## src/rtl/mem_port_arbiter_if.sv

```systemverilog
// Bus bundle for mem_port_arbiter: I-side, D-side and downstream memory signals.
// The master modport is the arbiter's view; slave is the pipeline plus memory view.
interface mem_port_arbiter_if;
  logic [31:0] imem_addr;
  logic [3:0]  imem_rmask;
  logic [31:0] imem_rdata;
  logic        imem_resp;

  logic [31:0] dmem_addr;
  logic [3:0]  dmem_rmask;
  logic [3:0]  dmem_wmask;
  logic [31:0] dmem_wdata;
  logic [31:0] dmem_rdata;
  logic        dmem_resp;

  logic [31:0] mem_addr;
  logic [3:0]  mem_rmask;
  logic [3:0]  mem_wmask;
  logic [31:0] mem_wdata;
  logic [31:0] mem_rdata;
  logic        mem_resp;

  modport master (
    input  imem_addr, imem_rmask,
    output imem_rdata, imem_resp,
    input  dmem_addr, dmem_rmask, dmem_wmask, dmem_wdata,
    output dmem_rdata, dmem_resp,
    output mem_addr, mem_rmask, mem_wmask, mem_wdata,
    input  mem_rdata, mem_resp
  );

  modport slave (
    output imem_addr, imem_rmask,
    input  imem_rdata, imem_resp,
    output dmem_addr, dmem_rmask, dmem_wmask, dmem_wdata,
    input  dmem_rdata, dmem_resp,
    input  mem_addr, mem_rmask, mem_wmask, mem_wdata,
    output mem_rdata, mem_resp
  );
endinterface

```

## src/rtl/mem_port_arbiter.sv

```systemverilog
// Shares one memory port between fetch (I) and data (D); one transaction in flight.
// Define MEM_ARB_ROUND_ROBIN_EN to break I/D ties by alternating instead of D priority.
module mem_port_arbiter (
  input  logic               clk,
  input  logic               rst,
  mem_port_arbiter_if.master bus,
  output logic               busy
);
  typedef enum logic [1:0] {IDLE, ISSUE, WAIT} state_t;
  localparam logic OWNER_I = 1'b0;
  localparam logic OWNER_D = 1'b1;

  state_t      state_reg;
  logic        owner_reg;
  logic        busy_reg;
  logic [31:0] addr_reg;
  logic [3:0]  rmask_reg;
  logic [3:0]  wmask_reg;
  logic [31:0] wdata_reg;
`ifdef MEM_ARB_ROUND_ROBIN_EN
  logic        last_owner_reg;
`endif

  logic i_pending;
  logic d_pending;
  logic d_is_store;
  logic grant_d;
  logic resp_fire;

  always_comb begin
    i_pending  = |bus.imem_rmask;
    d_is_store = |bus.dmem_wmask;
    d_pending  = (|bus.dmem_rmask) || d_is_store;
`ifdef MEM_ARB_ROUND_ROBIN_EN
    grant_d    = d_pending && (!i_pending || (last_owner_reg == OWNER_I));
`else
    grant_d    = d_pending;
`endif
    resp_fire  = (state_reg == WAIT) && bus.mem_resp;
  end

  // The mem_* registers are the issue registers: loaded on grant, cleared after ISSUE.
  always_ff @(posedge clk) begin
    if (!rst) begin
      state_reg <= IDLE;
      owner_reg <= OWNER_I;
      busy_reg  <= 1'b0;
      addr_reg  <= '0;
      rmask_reg <= '0;
      wmask_reg <= '0;
      wdata_reg <= '0;
`ifdef MEM_ARB_ROUND_ROBIN_EN
      last_owner_reg <= OWNER_I;
`endif
    end else begin
      case (state_reg)
        IDLE: begin
          if (grant_d) begin
            addr_reg  <= bus.dmem_addr;
            rmask_reg <= d_is_store ? 4'h0 : bus.dmem_rmask;
            wmask_reg <= bus.dmem_wmask;
            wdata_reg <= d_is_store ? bus.dmem_wdata : 32'h0;
            owner_reg <= OWNER_D;
            busy_reg  <= 1'b1;
            state_reg <= ISSUE;
          end else if (i_pending) begin
            addr_reg  <= bus.imem_addr;
            rmask_reg <= bus.imem_rmask;
            wmask_reg <= 4'h0;
            wdata_reg <= 32'h0;
            owner_reg <= OWNER_I;
            busy_reg  <= 1'b1;
            state_reg <= ISSUE;
          end
        end
        ISSUE: begin
          addr_reg  <= '0;
          rmask_reg <= '0;
          wmask_reg <= '0;
          wdata_reg <= '0;
          state_reg <= WAIT;
        end
        WAIT: begin
          if (bus.mem_resp) begin
            busy_reg  <= 1'b0;
            state_reg <= IDLE;
`ifdef MEM_ARB_ROUND_ROBIN_EN
            last_owner_reg <= owner_reg;
`endif
          end
        end
        default: state_reg <= IDLE;
      endcase
    end
  end

  assign bus.mem_addr   = addr_reg;
  assign bus.mem_rmask  = rmask_reg;
  assign bus.mem_wmask  = wmask_reg;
  assign bus.mem_wdata  = wdata_reg;
  assign bus.imem_rdata = bus.mem_rdata;
  assign bus.dmem_rdata = bus.mem_rdata;
  assign bus.imem_resp  = resp_fire && (owner_reg == OWNER_I);
  assign bus.dmem_resp  = resp_fire && (owner_reg == OWNER_D);
  assign busy           = busy_reg;
endmodule
```

## src/flat_wrapper.sv

```systemverilog
// flat-port wrapper written by rule: the top's interface ports become plain ports
module mem_port_arbiter_flat 
  (clk, rst, busy, bus_imem_addr, bus_imem_rmask, bus_imem_rdata, bus_imem_resp, bus_dmem_addr, bus_dmem_rmask, bus_dmem_wmask, bus_dmem_wdata, bus_dmem_rdata, bus_dmem_resp, bus_mem_addr, bus_mem_rmask, bus_mem_wmask, bus_mem_wdata, bus_mem_rdata, bus_mem_resp);
  mem_port_arbiter_if bus_i ();
  input  logic clk;
  input  logic rst;
  output logic busy;
  input wire logic [$bits(bus_i.imem_addr)-1:0] bus_imem_addr;
  input wire logic [$bits(bus_i.imem_rmask)-1:0] bus_imem_rmask;
  output wire logic [$bits(bus_i.imem_rdata)-1:0] bus_imem_rdata;
  output wire logic [$bits(bus_i.imem_resp)-1:0] bus_imem_resp;
  input wire logic [$bits(bus_i.dmem_addr)-1:0] bus_dmem_addr;
  input wire logic [$bits(bus_i.dmem_rmask)-1:0] bus_dmem_rmask;
  input wire logic [$bits(bus_i.dmem_wmask)-1:0] bus_dmem_wmask;
  input wire logic [$bits(bus_i.dmem_wdata)-1:0] bus_dmem_wdata;
  output wire logic [$bits(bus_i.dmem_rdata)-1:0] bus_dmem_rdata;
  output wire logic [$bits(bus_i.dmem_resp)-1:0] bus_dmem_resp;
  output wire logic [$bits(bus_i.mem_addr)-1:0] bus_mem_addr;
  output wire logic [$bits(bus_i.mem_rmask)-1:0] bus_mem_rmask;
  output wire logic [$bits(bus_i.mem_wmask)-1:0] bus_mem_wmask;
  output wire logic [$bits(bus_i.mem_wdata)-1:0] bus_mem_wdata;
  input wire logic [$bits(bus_i.mem_rdata)-1:0] bus_mem_rdata;
  input wire logic [$bits(bus_i.mem_resp)-1:0] bus_mem_resp;
  assign bus_i.imem_addr = bus_imem_addr;
  assign bus_i.imem_rmask = bus_imem_rmask;
  assign bus_imem_rdata = bus_i.imem_rdata;
  assign bus_imem_resp = bus_i.imem_resp;
  assign bus_i.dmem_addr = bus_dmem_addr;
  assign bus_i.dmem_rmask = bus_dmem_rmask;
  assign bus_i.dmem_wmask = bus_dmem_wmask;
  assign bus_i.dmem_wdata = bus_dmem_wdata;
  assign bus_dmem_rdata = bus_i.dmem_rdata;
  assign bus_dmem_resp = bus_i.dmem_resp;
  assign bus_mem_addr = bus_i.mem_addr;
  assign bus_mem_rmask = bus_i.mem_rmask;
  assign bus_mem_wmask = bus_i.mem_wmask;
  assign bus_mem_wdata = bus_i.mem_wdata;
  assign bus_i.mem_rdata = bus_mem_rdata;
  assign bus_i.mem_resp = bus_mem_resp;
  mem_port_arbiter u_core (.clk(clk), .rst(rst), .bus(bus_i), .busy(busy));
endmodule
```

## config.mk

```make
export PLATFORM = sky130hd
export DESIGN_NAME = mem_port_arbiter_flat
export DESIGN_NICKNAME = d
export VERILOG_FILES = /design/src/rtl/mem_port_arbiter_if.sv /design/src/rtl/mem_port_arbiter.sv /design/src/flat_wrapper.sv
export SDC_FILE = /design/constraint.sdc
export NUM_CORES = 1
export LEC_CHECK = 0
export CAP_MARGIN = 20
export CORE_MARGIN = 1.5
export CORE_UTILIZATION = 29
export CTS_BUF_LIST = sky130_fd_sc_hd__clkbuf_8 sky130_fd_sc_hd__clkbuf_16
export DETAILED_ROUTE_END_ITERATION = 8
export PLACE_DENSITY = 0.85
export SETUP_SLACK_MARGIN = 0.02
export SYNTH_ARGS = -nofsm -noshare
export SYNTH_HDL_FRONTEND = slang
export SYNTH_SLANG_ARGS = --single-unit
export TNS_END_PERCENT = 1
```

## constraint.sdc

```tcl
create_clock -name clk -period 1.4 [get_ports clk]
set_input_delay 0.28 -clock clk [delete_from_list [all_inputs] [get_ports clk]]
set_output_delay 0.28 -clock clk [all_outputs]
set_load 0.01 [all_outputs]
```

==> run summary <==
Sw Ratio: 25.98%
Initial Util: 29.68%
Crit path capture type: flip-flop
Clk slew on worst S/H paths: 0.06 ns
Leak: 2.481 nW
Height of the die: 111.1 µm
Int Pwr: 4.373 mW
Core footprint: 11420 µm²
Violated checks: negative setup slack
Syn nets: 483
Clock sinks: 76
PortBufs: 185
Row Count: 39
Setup-failing EPs final: 43
Outcome: finished, violations left
Final setup margin: -0.06910 ns
Final hold violation count: 0
Synth top area share: 44.89%
H-tree levels: 3
First DRT Iteration DRCs: 134
Worst vdd ir: 0.4927 mV
Synth unique cells: 31
Part of the power in combinational logic: 19.7%
Worst hold margin: 0.2256 ns
Largest net degree at the start of global routing: 33
Met3 Use GR: 7.217%
CP max stage delay: 0.35 ns
Die area: 12350 µm²
Critical path, cell by cell: buf_6 -> inv_4 -> buf_6 -> a41oi_4 -> nor2b_4 -> buf_12 -> clkbuf_16 -> a22o_1
CTS tree: built
Share of layout cells above drive strength 1: 17.94%
Root buffer cell: clkbuf_16
Sequential share of the synthesized area: 44.89%
Setup Crit Path Kind: flip-flop to flip-flop
GRT Total Usage: 19.05%
CTS Buf Count: 9
DRT Wirelength: 12230 µm
Max cap viols: 0
Switching Power: 1.535 mW
CP max FO: 12
Detailed-route DRC error count: 0
RSZ-0062 raised after global routing: true
Area growth, synth to finish: 61.09%
Worst-margin pin slew: 0.4207 ns
Die Wd: 111.1 µm
I/O Pins: 282
Gate Count Post-Synth: 340
Wire per inst: 19.47 µm
Vias: 3108
Total congestion overflow: 0
Clock power frac: 38.8%
Synth Area per Inst: 9.969 µm²
Drt via density: 4.949
Skew final: 0.007507 ns
Worst hold path type: input pin to flip-flop
Critical Path Slowest Stage Cell: dfxtp_2
Synth Register Bits: 76
Max Clk Rate: 680.7 MHz
CP Data Required Time: 1.63 ns
Post-route antenna net violation count: 0
GR met2 Demand/Resource: 35.31%
Synth area leaders: dfxtp_1 (45%), buf_4 (15%), a22o_1 (9.3%), o2bb2ai_1 (5.7%), nor4_1 (4.1%)
Crit path max-delay family: buffers and inverters
Flop pwr share: 41.5%
Pre-CTS setup slack: -0.8046 ns
Yosys warns: 0
Commonest non-fill, non-tap cell in the layout: clkdlybuf4s50_1
Worst path bufs/invs: 5
Global routing usage on met1: 18.16%
Slew Viols, Final: 0
DP Wirelength: 9130 µm
Max Buffers Root-to-Sink: 2
Power per cell area: 1082 nW/µm²
Slew headroom: 71.89%
Pwr Total: 5.908 mW
Drt first pass iters: 4
Cell taking the most area after synthesis: dfxtp_1
GRT busiest layer: met2
First-pass GRT wire length: 18180 µm
Vias in the first global route: 3290
Tcrit/Tclk final: 104.9%
Critical Path Source Type: flip-flop
Synthesized cell area: 3390 µm²
Post-route minimum period: 1.469 ns
Most frequent cells in the layout: clkdlybuf4s50_1 (98), dlygate4sd2_1 (74), dfxtp_1 (74), a22o_1 (36), buf_4 (19)
Initial antenna violation count: 0
Arr. time, crit path: 1.70 ns
NumNets Final: 623
Critical path's most frequent cell: buf_6
Routability cong.: 0.8639
N_diodes: 0
Clk_lat worst skew: 0.34 ns
synthesized netlist by cell type (all sizes together):
| cell | instances |
|---|---|
| nor3 | 11 |
| o2bb2ai | 22 |
| nor4 | 25 |
| nor2 | 15 |
| buf | 78 |
| a32o | 3 |
| nand2b | 1 |
| o21ai | 4 |
| clkbuf | 11 |
| a41oi | 1 |
| and2 | 3 |
| nand2 | 6 |
| dfxtp | 76 |
| inv | 7 |
| a22oi | 1 |
| a21oi | 10 |
| a21boi | 1 |
| and4 | 6 |
| a22o | 36 |
| mux2i | 12 |
| nand3 | 4 |
| nand4 | 3 |
| a21o | 1 |
| or4 | 1 |
| nor2b | 2 |
through the flow:
step	cell area [µm²]	utilization, %	cells	TNS (ns)
2_1_floorplan	3425	-	340	-2.113
3_3_place_gp	5070	44.40	602	-53.57
3_5_place_dp	5070	44.40	602	-57.71
4_1_cts	5399	47.28	627	-4.680
5_1_grt	5460	47.82	628	-4.259
6_report	5460	47.82	628	-1.674
worst reg2reg max path: stages, from the launching register on:
cell and delay, ns:
dfxtp_2 0.35, buf_6 0.11, inv_4 0.03, buf_6 0.11
a41oi_4 0.17, nor2b_4 0.07, buf_12 0.14, clkbuf_16 0.17
a22o_1 0.23
timing repair:
item / 4_1_cts / 5_1_grt
endpoints found under the setup margin: 150 / 76
pin swaps: 16 / 9
hold buffers: 0 / 0
endpoints found under the hold margin: 0 / 0
resized for setup: 114 / 37
setup buffers: 7 / 1
gates cloned: 2 / 2
layer usage:
metal / part of all wire, % / vias to the layer above
li1: - / 1475
met1: 35 / 1427
met2: 53 / 176
met3: 8.8 / 30
met4: 3.4 / 0
met5: 0 / -
power by group through the flow:
stage | combinational, mW | sequential [mW] | clock [mW]
global placement | 1.18 | 2.49 | 0
detailed placement | 1.21 | 2.49 | 0
finish | 1.16 | 2.45 | 2.29
floorplan | 0.515 | 2.55 | 0
global route | 1.24 | 2.47 | 2.45
CTS | 1.14 | 2.45 | 2.34
path summary, 6_finish.rpt:
kind                          start                       end  slack, ns  depth (start not counted)
max             u_core.state_reg[0]  u_core.bus.mem_wdata[13]      -0.07                          8
min               bus_dmem_wmask[3]   u_core.bus.mem_wmask[3]       0.23                          2
max reg2reg     u_core.state_reg[0]  u_core.bus.mem_wdata[13]      -0.07                          8
min reg2reg  u_core.bus.mem_addr[2]    u_core.bus.mem_addr[2]       0.46                          1
cells by family (layout without fill, tap and decap cells):
logic type	after synthesis	in the layout	share of synthesized area (%)
compound gates	79	79	18.86
mux	12	12	3.544
buf+inv	96	239	18.72
simple gates	77	79	13.99
flops	76	76	44.89
final cells by class:
class,instances,area (µm²)
fillers,1066,5958
repair buffers,216,2057
flip-flops and latches,76,1524
multi-input cells,170,1379
clock buffers,9,225.2
well taps,143,178.9
clock inverters,7,67.56
inverters,7,28.78
Note: power is estimated with default switching activity, not from simulation.
